===== src/rtl/sop_eval_pkg.sv =====
// Shared types and width helpers for the sum-of-products evaluator.
package sop_eval_pkg;

  localparam int N_IN_DEF    = 4;
  localparam int N_TERMS_DEF = 8;

  typedef enum logic [1:0] {
    ST_IDLE  = 2'd0,
    ST_SCAN  = 2'd1,
    ST_DRAIN = 2'd2
  } state_t;

  // Term-index width; a single term still needs a 1-bit index port.
  function automatic int idx_w(input int n_terms);
    return (n_terms > 1) ? $clog2(n_terms) : 1;
  endfunction

  // Truth-table width: one bit per input combination.
  function automatic int tt_w(input int n_in);
    return 32'sd1 << n_in;
  endfunction

  localparam int IDX_W = idx_w(N_TERMS_DEF);
  localparam int TT_W  = tt_w(N_IN_DEF);

endpackage


===== src/rtl/sop_eval_term_match.sv =====
// One product term: hits when enabled and every cared-for input bit
// equals the programmed literal value.
module sop_term_match #(
  parameter int N_IN = 4
) (
  input  logic [N_IN-1:0] mask,
  input  logic [N_IN-1:0] val,
  input  logic            en,
  input  logic [N_IN-1:0] inp,
  output logic            hit
);

  assign hit = en && (((inp ^ val) & mask) == {N_IN{1'b0}});

endmodule


===== src/rtl/sop_eval.sv =====
// Programmable sum-of-products evaluator: term table written through a
// config handshake, two-stage evaluation pipeline with backpressure, and a
// scan mode that sweeps every input vector into a truth-table register.
module sop_eval
  import sop_eval_pkg::*;
#(
  parameter int N_IN    = N_IN_DEF,
  parameter int N_TERMS = N_TERMS_DEF
) (
  input  logic                       clk,
  input  logic                       rst_n,
  input  logic                       cfg_valid,
  output logic                       cfg_ready,
  input  logic [idx_w(N_TERMS)-1:0]  cfg_idx,
  input  logic [N_IN-1:0]            cfg_mask,
  input  logic [N_IN-1:0]            cfg_val,
  input  logic                       cfg_en,
  input  logic                       in_valid,
  output logic                       in_ready,
  input  logic [N_IN-1:0]            inp,
  output logic                       out_valid,
  input  logic                       out_ready,
  output logic                       out,
  output logic [N_TERMS-1:0]         out_hit,
  input  logic                       scan_start,
  output logic                       scan_busy,
  output logic                       scan_done,
  output logic [tt_w(N_IN)-1:0]      tt
);

  localparam int TW = tt_w(N_IN);
  localparam int CW = N_IN + 1;
  localparam logic [CW-1:0] LAST_VEC = CW'(TW - 1);

  state_t              state_r, state_s;
  logic                live_r;
  logic                scan_done_r, done_s;
  logic [CW-1:0]       cnt_r;
  logic [N_IN-1:0]     mask_r [N_TERMS];
  logic [N_IN-1:0]     val_r  [N_TERMS];
  logic [N_TERMS-1:0]  en_r;
  logic [TW-1:0]       tt_r;

  logic                s1_valid_r, s1_scan_r;
  logic [N_TERMS-1:0]  s1_hit_r;
  logic [N_IN-1:0]     s1_vec_r;
  logic                s2_valid_r, s2_scan_r, s2_out_r;
  logic [N_TERMS-1:0]  s2_hit_r;
  logic [N_IN-1:0]     s2_vec_r;

  logic                pipe_empty_s, s2_xfer_s, s2_can_s, s1_adv_s, s1_can_s;
  logic                cfg_ready_s, cfg_fire_s, scan_go_s;
  logic                in_ready_s, in_fire_s, scan_inj_s, s1_load_s;
  logic [N_IN-1:0]     eval_vec_s;
  logic [N_TERMS-1:0]  hit_s;

  // Scan entries never wait on the consumer, so they always leave S2.
  assign pipe_empty_s = !s1_valid_r && !s2_valid_r;
  assign s2_xfer_s    = s2_valid_r && (s2_scan_r || out_ready);
  assign s2_can_s     = !s2_valid_r || s2_xfer_s;
  assign s1_adv_s     = s1_valid_r && s2_can_s;
  assign s1_can_s     = !s1_valid_r || s1_adv_s;

  // live_r keeps both readies low until the first edge after reset.
  assign cfg_ready_s  = live_r && (state_r == ST_IDLE) && pipe_empty_s;
  assign cfg_fire_s   = cfg_valid && cfg_ready_s;
  assign scan_go_s    = scan_start && cfg_ready_s;
  // A scan launch also blocks evaluations so no external result mixes in.
  assign in_ready_s   = live_r && (state_r == ST_IDLE) && s1_can_s
                        && !cfg_fire_s && !scan_go_s;
  assign in_fire_s    = in_valid && in_ready_s;
  assign scan_inj_s   = (state_r == ST_SCAN) && s1_can_s;
  assign s1_load_s    = in_fire_s || scan_inj_s;
  assign eval_vec_s   = (state_r == ST_SCAN) ? cnt_r[N_IN-1:0] : inp;

  genvar g;
  generate
    for (g = 0; g < N_TERMS; g++) begin : g_term
      sop_term_match #(.N_IN(N_IN)) u_term (
        .mask (mask_r[g]),
        .val  (val_r[g]),
        .en   (en_r[g]),
        .inp  (eval_vec_s),
        .hit  (hit_s[g])
      );
    end
  endgenerate

  // Next-state logic for the idle/scan/drain controller.
  always_comb begin
    state_s = state_r;
    done_s  = 1'b0;
    case (state_r)
      ST_IDLE: begin
        if (scan_go_s) state_s = ST_SCAN;
        else           state_s = ST_IDLE;
      end
      ST_SCAN: begin
        if (scan_inj_s && (cnt_r == LAST_VEC)) state_s = ST_DRAIN;
        else                                   state_s = ST_SCAN;
      end
      ST_DRAIN: begin
        if (pipe_empty_s) begin
          state_s = ST_IDLE;
          done_s  = 1'b1;
        end else begin
          state_s = ST_DRAIN;
        end
      end
      default: state_s = ST_IDLE;
    endcase
  end

  // Controller state, post-reset enable and the one-cycle done pulse.
  always_ff @(posedge clk or negedge rst_n) begin
    if (!rst_n) begin
      state_r     <= ST_IDLE;
      live_r      <= 1'b0;
      scan_done_r <= 1'b0;
    end else begin
      state_r     <= state_s;
      live_r      <= 1'b1;
      scan_done_r <= done_s;
    end
  end

  // Scan vector counter; one extra bit so the terminal count cannot wrap.
  always_ff @(posedge clk or negedge rst_n) begin
    if (!rst_n) begin
      cnt_r <= {CW{1'b0}};
    end else if (scan_go_s) begin
      cnt_r <= {CW{1'b0}};
    end else if (scan_inj_s) begin
      cnt_r <= cnt_r + CW'(1);
    end else begin
      cnt_r <= cnt_r;
    end
  end

  // Term table; out-of-range indices are dropped.
  always_ff @(posedge clk or negedge rst_n) begin
    if (!rst_n) begin
      for (int k = 0; k < N_TERMS; k++) begin
        mask_r[k] <= {N_IN{1'b0}};
        val_r[k]  <= {N_IN{1'b0}};
      end
      en_r <= {N_TERMS{1'b0}};
    end else begin
      for (int k = 0; k < N_TERMS; k++) begin
        if (cfg_fire_s && (int'(cfg_idx) == k)) begin
          mask_r[k] <= cfg_mask;
          val_r[k]  <= cfg_val;
          en_r[k]   <= cfg_en;
        end
      end
    end
  end

  // Stage 1: capture the per-term hit vector and its origin.
  always_ff @(posedge clk or negedge rst_n) begin
    if (!rst_n) begin
      s1_valid_r <= 1'b0;
      s1_scan_r  <= 1'b0;
      s1_hit_r   <= {N_TERMS{1'b0}};
      s1_vec_r   <= {N_IN{1'b0}};
    end else if (s1_load_s) begin
      s1_valid_r <= 1'b1;
      s1_scan_r  <= scan_inj_s;
      s1_hit_r   <= hit_s;
      s1_vec_r   <= eval_vec_s;
    end else if (s1_adv_s) begin
      s1_valid_r <= 1'b0;
    end else begin
      s1_valid_r <= s1_valid_r;
    end
  end

  // Stage 2: OR-reduce into the result; holds while the consumer stalls.
  always_ff @(posedge clk or negedge rst_n) begin
    if (!rst_n) begin
      s2_valid_r <= 1'b0;
      s2_scan_r  <= 1'b0;
      s2_out_r   <= 1'b0;
      s2_hit_r   <= {N_TERMS{1'b0}};
      s2_vec_r   <= {N_IN{1'b0}};
    end else if (s1_adv_s) begin
      s2_valid_r <= 1'b1;
      s2_scan_r  <= s1_scan_r;
      s2_out_r   <= |s1_hit_r;
      s2_hit_r   <= s1_hit_r;
      s2_vec_r   <= s1_vec_r;
    end else if (s2_xfer_s) begin
      s2_valid_r <= 1'b0;
    end else begin
      s2_valid_r <= s2_valid_r;
    end
  end

  // Scan results retire into the truth table instead of the result port.
  always_ff @(posedge clk or negedge rst_n) begin
    if (!rst_n) begin
      tt_r <= {TW{1'b0}};
    end else if (s2_valid_r && s2_scan_r) begin
      tt_r[s2_vec_r] <= s2_out_r;
    end else begin
      tt_r <= tt_r;
    end
  end

  assign cfg_ready = cfg_ready_s;
  assign in_ready  = in_ready_s;
  assign out_valid = s2_valid_r && !s2_scan_r;
  assign out       = s2_out_r;
  assign out_hit   = s2_hit_r;
  assign scan_busy = (state_r != ST_IDLE);
  assign scan_done = scan_done_r;
  assign tt        = tt_r;

endmodule


===== config.mk =====
export PLATFORM = sky130hd
export DESIGN_NAME = sop_eval
export DESIGN_NICKNAME = d
export VERILOG_FILES = /design/src/rtl/sop_eval_pkg.sv /design/src/rtl/sop_eval_term_match.sv /design/src/rtl/sop_eval.sv
export SDC_FILE = /design/constraint.sdc
export NUM_CORES = 1
export LEC_CHECK = 0
export BUFFER_PORTS_ARGS = -buffer_cell sky130_fd_sc_hd__buf_4
export CAP_MARGIN = 40
export CORE_ASPECT_RATIO = 2
export CORE_UTILIZATION = 55
export DETAILED_ROUTE_END_ITERATION = 10
export PLACE_DENSITY = 0.75
export SLEW_MARGIN = 10
export SYNTH_ARGS = -nofsm -noshare
export SYNTH_HDL_FRONTEND = slang
export SYNTH_SLANG_ARGS = --single-unit

===== constraint.sdc =====
create_clock -name clk -period 2.26 [get_ports clk]
set_input_delay 0.113 -clock clk [delete_from_list [all_inputs] [get_ports clk]]
set_output_delay 0.113 -clock clk [all_outputs]
set_load 0.03 [all_outputs]

# After elaboration in Yosys (flattened, before gate mapping)
# Index checks and enable logic that the tools add are counted.
[totals] reg_bits=126 input_bits=22 output_inout_bits=30 elab_cells=139
[classes] addsub=1 magnitude_cmp=2 n_eq_ne=10 mux=16 bitwise_logic=16 reduce_logical=56
[op_table] cell="AND 4 bit" n=8
[op_table] cell="logical AND 1 bit" n=32
[op_table] cell="zero test 4 bit" n=8
[op_table] cell="XOR 4 bit" n=8
[op_table] cell="bitwise mux 16 bit" n=1
[op_table] cell="== test 3 bit (second input constant)" n=4
[op_table] cell="two-way mux 5 bit" n=2
[op_table] cell="two-way mux 1 bit" n=8
[op_table] cell="nonzero test 2 bit" n=4
[op_table] cell="OR reduction 8 bit" n=1
[op_table] cell="== test 3 x 2 -> 1 bit (second input constant)" n=2
[op_table] cell="one-hot mux 2 bit (3 select lines)" n=1
[op_table] cell="adder 5 x 1 -> 5 bit (second input constant)" n=1
[op_table] cell="== test 5 x 4 -> 1 bit (second input constant)" n=1
[op_table] cell="zero test 1 bit" n=5
[op_table] cell="less-than comparator 4 x 5 -> 1 bit (second input constant)" n=1
[op_table] cell="demux 1 bit (select 4 bit)" n=1
[op_table] cell=">= comparator 4 x 1 -> 1 bit (second input constant)" n=1
[op_table] cell="logical OR 1 bit" n=4
[op_table] cell="two-way mux 2 bit" n=2
[op_table] cell="two-way mux 4 bit" n=1
[op_table] cell="== test 3 x 1 -> 1 bit (second input constant)" n=1
[op_table] cell="zero test 3 bit" n=1
[op_table] cell="== test 2 x 1 -> 1 bit (second input constant)" n=1
[op_table] cell="other kinds (2)" n=2

# Longest topological paths before layout
# Gate-level depths: netlist of the first run.
[depth] depth_word=11 depth_mapped=6 depth_no_buf=6

# Cells and area by module
# From an unflattened synthesis of the first run, not the netlist that was laid out.
[hier_totals] cells_unflattened=402 area_unflattened_um2=5557.8
[modules_own_cells] mod="sop_eval" instances=1 cells_each=346 area_per_inst_um2=5117.4 seq_area_each_um2=3153.0
[modules_own_cells] mod="sop_term_match" instances=8 cells_each=7 area_per_inst_um2=55.1 seq_area_each_um2=0.0

# Least setup slack after synthesis of the first run
# OpenSTA, ideal clock, no wires.
[synth_timing] path_type="reg-to-reg" start="register s1_valid_r" end="register en_r[1]" setup_time_ns=0.125 t_arrival_ns=2.034 required_time_ns=2.135 slack_ns=0.101 stages_incl_launch_ff=6 path_buffers=0 path_cell_list="dfrtp_1 > nor2_1 > and3_1 > nand3_1 > nor3_2 > mux2_2"
[synth_via] elab_chain_len=5
[synth_rtl] item="from (decl)" line="sop_eval.sv:44" text="logic s1_valid_r, s1_scan_r;"
[synth_rtl] item="from (signal assigned)" line="sop_eval.sv:174" text="s1_valid_r <= s1_valid_r;"
[synth_rtl] item="zero test 1 bit" line="sop_eval.sv:58" text="assign pipe_empty_s = !s1_valid_r && !s2_valid_r;"
[synth_rtl] item="logical AND 1 bit" line="sop_eval.sv:58"
[synth_rtl] item="logical AND 1 bit" line="sop_eval.sv:65" text="assign cfg_ready_s = live_r && (state_r == ST_IDLE) && pipe_empty_s;"
[synth_rtl] item="named net cfg_ready" line="sop_eval.sv:13" text="output logic cfg_ready,"
[synth_rtl] item="logical AND 1 bit" line="sop_eval.sv:66" text="assign cfg_fire_s = cfg_valid && cfg_ready_s;"
[synth_rtl] item="logical AND 1 bit" line="sop_eval.sv:150" text="if (cfg_fire_s && (int'(cfg_idx) == k)) begin"
[synth_rtl] item="to (signal assigned)" line="sop_eval.sv:147" text="en_r <= {N_TERMS{1'b0}};"
[synth_rtl] item="to (signal, indexed assignment)" line="sop_eval.sv:153" text="en_r[k] <= cfg_en;"
[synth_rtl] item="to (decl)" line="sop_eval.sv:41" text="logic [N_TERMS-1:0] en_r;"
# The timed path passes the listed nets, and every way through them passes these cells.
# A chain may end at the register's enable or synchronous reset.

# Worst setup path in the final report of the first run
[layout_timing] start="register s2_valid_r" end="output in_ready"
[layout_via] elab_chain_len=7 word_cells_on_any_way=14 classes_between="reduce/logical: 14"
[layout_rtl] item="from (decl)" line="sop_eval.sv:47" text="logic s2_valid_r, s2_scan_r, s2_out_r;"
[layout_rtl] item="from (signal assigned)" line="sop_eval.sv:195" text="s2_valid_r <= s2_valid_r;"
[layout_rtl] item="zero test 1 bit or logical AND 1 bit (tied branches)" line="sop_eval.sv:58, sop_eval.sv:60, sop_eval.sv:59"
[layout_rtl] item="logical OR 1 bit or logical AND 1 bit (tied branches)" line="sop_eval.sv:60, sop_eval.sv:58"
[layout_rtl] item="logical AND 1 bit, on equally long branches" line="sop_eval.sv:61, sop_eval.sv:65"
[layout_rtl] item="logical OR 1 bit or logical AND 1 bit (tied branches)" line="sop_eval.sv:62, sop_eval.sv:66"
[layout_rtl] item="logical AND 1 bit or zero test 1 bit (tied branches)" line="sop_eval.sv:69, sop_eval.sv:70"
[layout_rtl] item="logical AND 1 bit" line="sop_eval.sv:70" text="&& !cfg_fire_s && !scan_go_s;"
[layout_rtl] item="logical AND 1 bit *" line="sop_eval.sv:70"
[layout_rtl] item="to (decl)" line="sop_eval.sv:19" text="output logic in_ready,"
# Mark *: on every way between the ends. The rest lies on a longest branch, timed or not.

==> run metrics, run 1 <==
antenna cells 0; min-delay worst type in -> reg; status complete, no violations; layout cell share with drive strength beyond 1 44.21%; num ports 52; die extent in x 72.26 um; syn avg cell area 13.89 um2; GRT overflow 0; slew margin rel. 57.79%; initial DRC count 175; TritonCTS Buffers 17; syn nets 415; clock sink total 126; routed wire length 11740 um; Ys Warns 0; detail-routed via count per cell 5.606; crit-path max FO 7; minimum clock period 2.178 ns; Initial Utilization 56.36%; Antenna Violating Nets Remaining 0; Clock Skew 0.008476 ns; vias post-DR 3453; final count of negative-setup-slack endpoints 0; Reg2Reg Depth 5; gr usage total 25.41%; post-route clock period utilization 96.37%; internal power 0.006253 W; fmax 459.1 MHz; worst slew pin tran 0.6317 ns; Area Overhead vs Synth 24.31%; worst setup margin 0.08201 ns; Pwr Density 1399 nW/um2; clk_lat worst skew 0.41 ns; largest net degree at the start of global routing 85; CTS tree done; WP data arrival 2.06 ns; final hold vios 0; post-CTS setup repair buffer count 0; Post-Synthesis Cells 391; mapped cell area 5430 um2; Req. time, crit path 2.15 ns; flop and latch count out of synthesis 126; Root Buffer clkbuf_16; Worst setup EP type output pin; Sw Pwr 0.003194 W; Leak 3.157 nW; IO Port Bufs 51; max_cap viols 0; worst hold stages 3; clk buf depth 2; CTS clk-pin slew, worst paths 0.05 ns; setup TNS 0 ns; GP Congestion 0.7601; hpwl dp 8034 um; nets 495; first-pass GRT wire length 19180 um; DP Worst Slack 0.1262 ns; Netlist cell types 38; htree depth 4; First-pass DRT Iterations 5; sw frac 33.81%; Crit Path Class reg -> out; r2r setup slk 0.13 ns; peak supply drop 693.3 uV; Max Slew Vio Count 0; DRC violations left 0; die height 142.5 um; register area share after synthesis 58.06%; Comb pwr share 34.6%; Sequential Power Share 36.3%; crit path launch type flop; clock power share 29.1%; Core Box Area 9635 um2; RSZ-0062 raised after global routing no; die footprint 10300 um2; Routed WL per cell 19.06 um; antenna violations before repair 0; Core Rows 51; number of global-route vias before repair 3692
==> cell usage after synthesis (all sizes together) <==
cell type,n,area (um2)
o21ai,6,30.02
nand3b,1,7.510
nand2,14,52.55
mux2,101,1137
inv,3,11.26
or3,1,6.260
ha,2,25.02
nand2b,7,43.79
conb,1,3.750
or2,1,6.260
nand4,2,12.51
o311a,1,10.01
a21oi,13,65.06
a32o,8,80.08
nor3,6,35.03
buf,4,26.27
nor2,24,105.1
and2,1,6.260
o22ai,1,6.260
xor2,2,17.52
and4,1,8.760
clkbuf,5,18.77
nand3,2,10.01
xnor2,33,289.0
nor2b,1,6.260
nor4,4,25.02
mux2i,4,90.09
a222oi,8,80.08
nor3b,1,7.510
dfrtp,126,3153
a22o,2,17.52
nand4b,1,8.760
a21o,2,15.01
and3,2,12.51
==> cell type report <==
class,count,area [um2]
fillers,661,2885
clock inverters,13,163.9
multi-input cells,253,2223
clock buffers,19,442.9
repair buffers,70,590.6
well taps,132,165.2
inverters,3,11.26
flip-flops and latches,126,3153
==> flip-flops by register name, indices dropped and copies added (netlist names) <==
| signal | flops |
|---|---|
| val_r | 32 |
| s2_valid_r | 1 |
| cnt_r | 5 |
| scan_done | 1 |
| tt | 16 |
| en_r | 8 |
| mask_r | 32 |
| s1_vec_r | 4 |
| s1_hit_r | 8 |
| out_hit | 8 |
| live_r | 1 |
| out | 1 |
| s2_scan_r | 1 |
| s1_scan_r | 1 |
| s1_valid_r | 1 |
| state_r | 2 |
| s2_vec_r | 4 |
==> path summary, 6_finish.rpt <==
kind,startpoint,endpoint
hold reg to reg,s1_vec_r[2]$_DFFE_PN0P_,s1_vec_r[2]$_DFFE_PN0P_
hold / removal,in_valid,s1_scan_r$_DFFE_PN0P_
min in group asynchronous,rst_n,live_r$_DFF_PN0_
setup reg to reg,s1_valid_r$_DFFE_PN0P_,en_r[3]$_DFFE_PN0P_
max in group asynchronous,rst_n,mask_r[27]$_DFFE_PN0P_
setup / recovery,s2_valid_r$_DFFE_PN0P_,in_ready
==> timing repair <==
item	CTS	global route
hold buffers	1	0
endpoints found under the hold margin	126	0
gates resized for setup	1	0
setup endpoints to repair	1	0
==> layout by cell type (no fill, tap or decap), types with 2 or more instances in the layout <==
master | Yosys | layout
dfrtp_1 | 126 | 126
mux2_2 | 101 | 101
buf_4 | 0 | 64
xnor2_1 | 33 | 33
nor2_1 | 18 | 18
clkbuf_16 | 0 | 17
nand2_1 | 14 | 14
a21oi_1 | 13 | 13
a222oi_1 | 8 | 8
a32o_1 | 8 | 8
nand2b_1 | 7 | 6
nor2_2 | 6 | 6
o21ai_0 | 5 | 5
nor3_1 | 5 | 5
clkinvlp_4 | 0 | 5
buf_12 | 0 | 5
mux2i_4 | 4 | 4
nor4_1 | 4 | 4
inv_1 | 3 | 3
bufinv_16 | 0 | 3
and3_1 | 2 | 2
nand3_1 | 2 | 2
a22o_1 | 2 | 2
a21o_1 | 2 | 2
nand4_1 | 2 | 2
xor2_1 | 2 | 2
ha_1 | 2 | 2
clkinv_2 | 0 | 2
inv_6 | 0 | 2
==> worst max-delay path: stages, from the launching register on <==
cell and delay [ns]:
dfrtp_1 0.35, buf_4 0.15, nor3b_1 0.54, nand2_1 0.19, and4_1 0.25, buf_4 0.17
==> logic make-up (layout without fill, tap and decap cells) <==
kind of cell    after synthesis  count (layout)  synth area share, %
flops                       126             126                58.06
buf+inv                      12             105                1.037
other cells                   1               1              0.06906
fa+ha+maj                     2               2               0.4608
mux                         105             105                22.60
simple gates                 69              69                6.521
compound gates               41              41                5.599
xor+xnor                     35              35                5.645
==> power groups by stage <==
| stage | combinational (W) | sequential, W | clock, W |
|---|---|---|---|
| global route | 0.00352 | 0.00351 | 0.00291 |
| finish | 0.00327 | 0.00343 | 0.00275 |
| detailed placement | 0.00323 | 0.00346 | 0 |
| global placement | 0.00315 | 0.00343 | 0 |
| floorplan | 0.00185 | 0.00367 | 0 |
| CTS | 0.00329 | 0.00343 | 0.00280 |
==> routing by layer <==
layer  track usage [%]  wire length [um]  part of all wire [%]  up-vias
met5                 0                 0                     0        -
met4             11.56               268                   2.3        0
met3             6.303               383                   3.3       22
met2             45.65              6726                    57       92
met1             27.35              4361                    37     1763
li1                  -                 -                     -     1576
==> per-stage QoR <==
stage	hold WS [ns]	power (W)	instance area, um2	cells	util (%)
after floorplan	-0.1826	0.005518	5430	391	-
final	0.01013	0.009447	6750	616	70.06
after global routing	0.005460	0.009939	6750	616	70.06
after CTS	0.006547	0.009514	6750	616	70.06
after detailed placement	-0.05924	0.006693	6131	583	63.63
after global placement	-0.05884	0.006584	6131	583	63.63
Power figures use the tool's default switching activity.
==> inputs of run 2 (changes only) <==
CELL_PAD_IN_SITES_DETAIL_PLACEMENT = 2   (was default)
CELL_PAD_IN_SITES_GLOBAL_PLACEMENT = 2   (was default)
CORE_UTILIZATION = 42   (was 55)
PLACE_DENSITY = default   (was 0.75)
PLACE_DENSITY_LB_ADDON = 0.1   (was default)
REMOVE_ABC_BUFFERS = 1   (was default)
==> run metrics, run 2 (same netlist as run 1, synthesis figures left out) <==
status complete, no violations; Worst setup EP type flop; Leak 3.160 nW (about the same); Core Rows 58 (+14%); RSZ-0062 raised after global routing no; vias post-DR 3595 (+4.1%); commonest non-fill, non-tap cell in the layout dfrtp_1; IO Port Bufs 51 (unchanged); Reg2Reg Depth 7 (+2); slew margin rel. 61.27% (+3.5 points); Initial Utilization 43.25% (-13 points); Core Box Area 12550 um2 (+30%); minimum clock period 2.149 ns (-0.02943 ns); num ports 52 (unchanged); largest net degree at the start of global routing 51 (-40%); crit path launch type flop; number of global-route vias before repair 4134 (+12%); GRT overflow 0 (unchanged); Reg area 3153 um2 (unchanged); Area Overhead vs Synth 24.40% (about the same); GP Congestion 0.7618 (+0.22%); die extent in x 82.40 um (+14%); clk_lat worst skew 0.42 ns (about the same); Max Slew Vio Count 0 (unchanged); antenna cells 0 (unchanged); final count of negative-setup-slack endpoints 0 (unchanged); min-delay worst type in -> reg; peak supply drop 731.8 uV (+5.5%); Reg2Reg Capture Point s1_hit_r[7]$_DFFE_PN0P_; setup TNS 0 ns (unchanged); CTS tree done; most frequent cells in the layout 126 x dfrtp_1, 101 x mux2_2, 67 x buf_4; clk buf depth 2 (unchanged); Clock Skew 0.009963 ns (+0.001486 ns); initial DRC count 147 (-16%); crit-path max FO 9 (+2); routed wire length 15250 um (+30%); Pwr Density 1418 nW/um2 (+1.3%); gr usage total 25.37% (-0.035 points); detail-routed via count per cell 5.661 (+1.0%); Req. time, crit path 2.61 ns (+0.46 ns); die height 162.8 um (+14%); hold wc startpoint in_valid; multi-input logic area 2231 um2 (+0.34%); clock sink total 126 (unchanged); Antenna Violating Nets Remaining 0 (unchanged); first-pass GRT wire length 23920 um (+25%); worst slew pin tran 0.5809 ns (-0.05081 ns); nets 496 (+0.20%); Routed WL per cell 24.02 um (+26%); Crit Path Class reg -> reg; worst hold stages 3 (unchanged); die footprint 13420 um2 (+30%); hpwl dp 10270 um (+28%); Worst Hold Path EP s1_scan_r$_DFFE_PN0P_; max_cap viols 0 (unchanged); post-route clock period utilization 95.07% (-1.3 points); antenna violations before repair 0 (unchanged); First-pass DRT Iterations 5 (unchanged); DRC violations left 0 (unchanged); WHS 0.02150 ns (+0.01137 ns); TritonCTS Buffers 17 (unchanged); layout cell share with drive strength beyond 1 44.33% (+0.12 points); CTS clk-pin slew, worst paths 0.06 ns (about the same); worst r2r src state_r[1]$_DFF_PN0_; WP data arrival 2.50 ns (+0.44 ns); htree depth 4 (unchanged); fmax 465.4 MHz (+1.4%); r2r setup slk 0.11 ns (-0.02 ns); fillcell total 1199 (+81%); final hold vios 0 (unchanged); post-CTS setup repair buffer count 0 (unchanged); Root Buffer clkbuf_16
[run 2: how the worst max path moves through the flow]
stage	from	end	slack, ns	cells after the start
final	state_r[1]$_DFF_PN0_	s1_hit_r[7]$_DFFE_PN0P_	0.11	7
after detailed placement	s1_valid_r$_DFFE_PN0P_	mask_r[31]$_DFFE_PN0P_	0.11	5
after global routing	state_r[1]$_DFF_PN0_	s1_hit_r[7]$_DFFE_PN0P_	0.03	7
after global placement	s1_valid_r$_DFFE_PN0P_	val_r[31]$_DFFE_PN0P_	0.25	5
after floorplan	s1_valid_r$_DFFE_PN0P_	en_r[1]$_DFFE_PN0P_	0.10	5
after CTS	s2_valid_r$_DFFE_PN0P_	in_ready	0.04	5
[run 2: cell type report]
class / count / area share, %
repair buffers: 71 / 8.483
clock buffers: 19 / 6.409
flip-flops and latches: 126 / 46.68
multi-input cells: 253 / 33.02
clock inverters: 13 / 2.463
inverters: 3 / 0.1667
well taps: 150 / 2.778
[run 2: metrics by stage]
stage | setup slack, ns | power, W | area [um2] | cells | util [%]
3_3_place_gp | 0.2468 | 0.006600 | 6136 | 602 | 48.87
4_1_cts | 0.03955 | 0.009696 | 6745 | 635 | 53.73
3_5_place_dp | 0.1139 | 0.006815 | 6136 | 602 | 48.87
5_1_grt | 0.02785 | 0.01007 | 6755 | 635 | 53.81
6_report | 0.1114 | 0.009578 | 6755 | 635 | 53.81
2_1_floorplan | 0.1011 | 0.005461 | 5385 | 382 | -
[run 2: layer usage]
layer	vias to the layer above	GRT usage (%)	routed length [um]
met3	23	4.706	347
met2	74	47.56	8951
met4	0	8.134	248
met1	1922	27.41	5703
li1	1576	-	-
met5	-	0	0
[run 2: power by group]
group          internal [W]  switching (W)  total [W]
registers           0.00290       0.000604    0.00350
clock network       0.00174        0.00103    0.00277
logic               0.00152        0.00178    0.00330
[run 2: critical path, cell delays in order (launching register included)]
cell and delay, ns:
dfrtp_1 0.44, nand2b_1 0.17, buf_4 0.22, mux2i_4 0.25, buf_4 0.25, xnor2_1 0.13
a222oi_1 0.38, a32o_1 0.24
[run 2: timing repair]
action | 4_1_cts | 5_1_grt
hold endpoints to repair | 24 | 0
hold buffers | 1 | 0
gates resized for setup | 0 | 2
setup endpoints to repair | 0 | 10
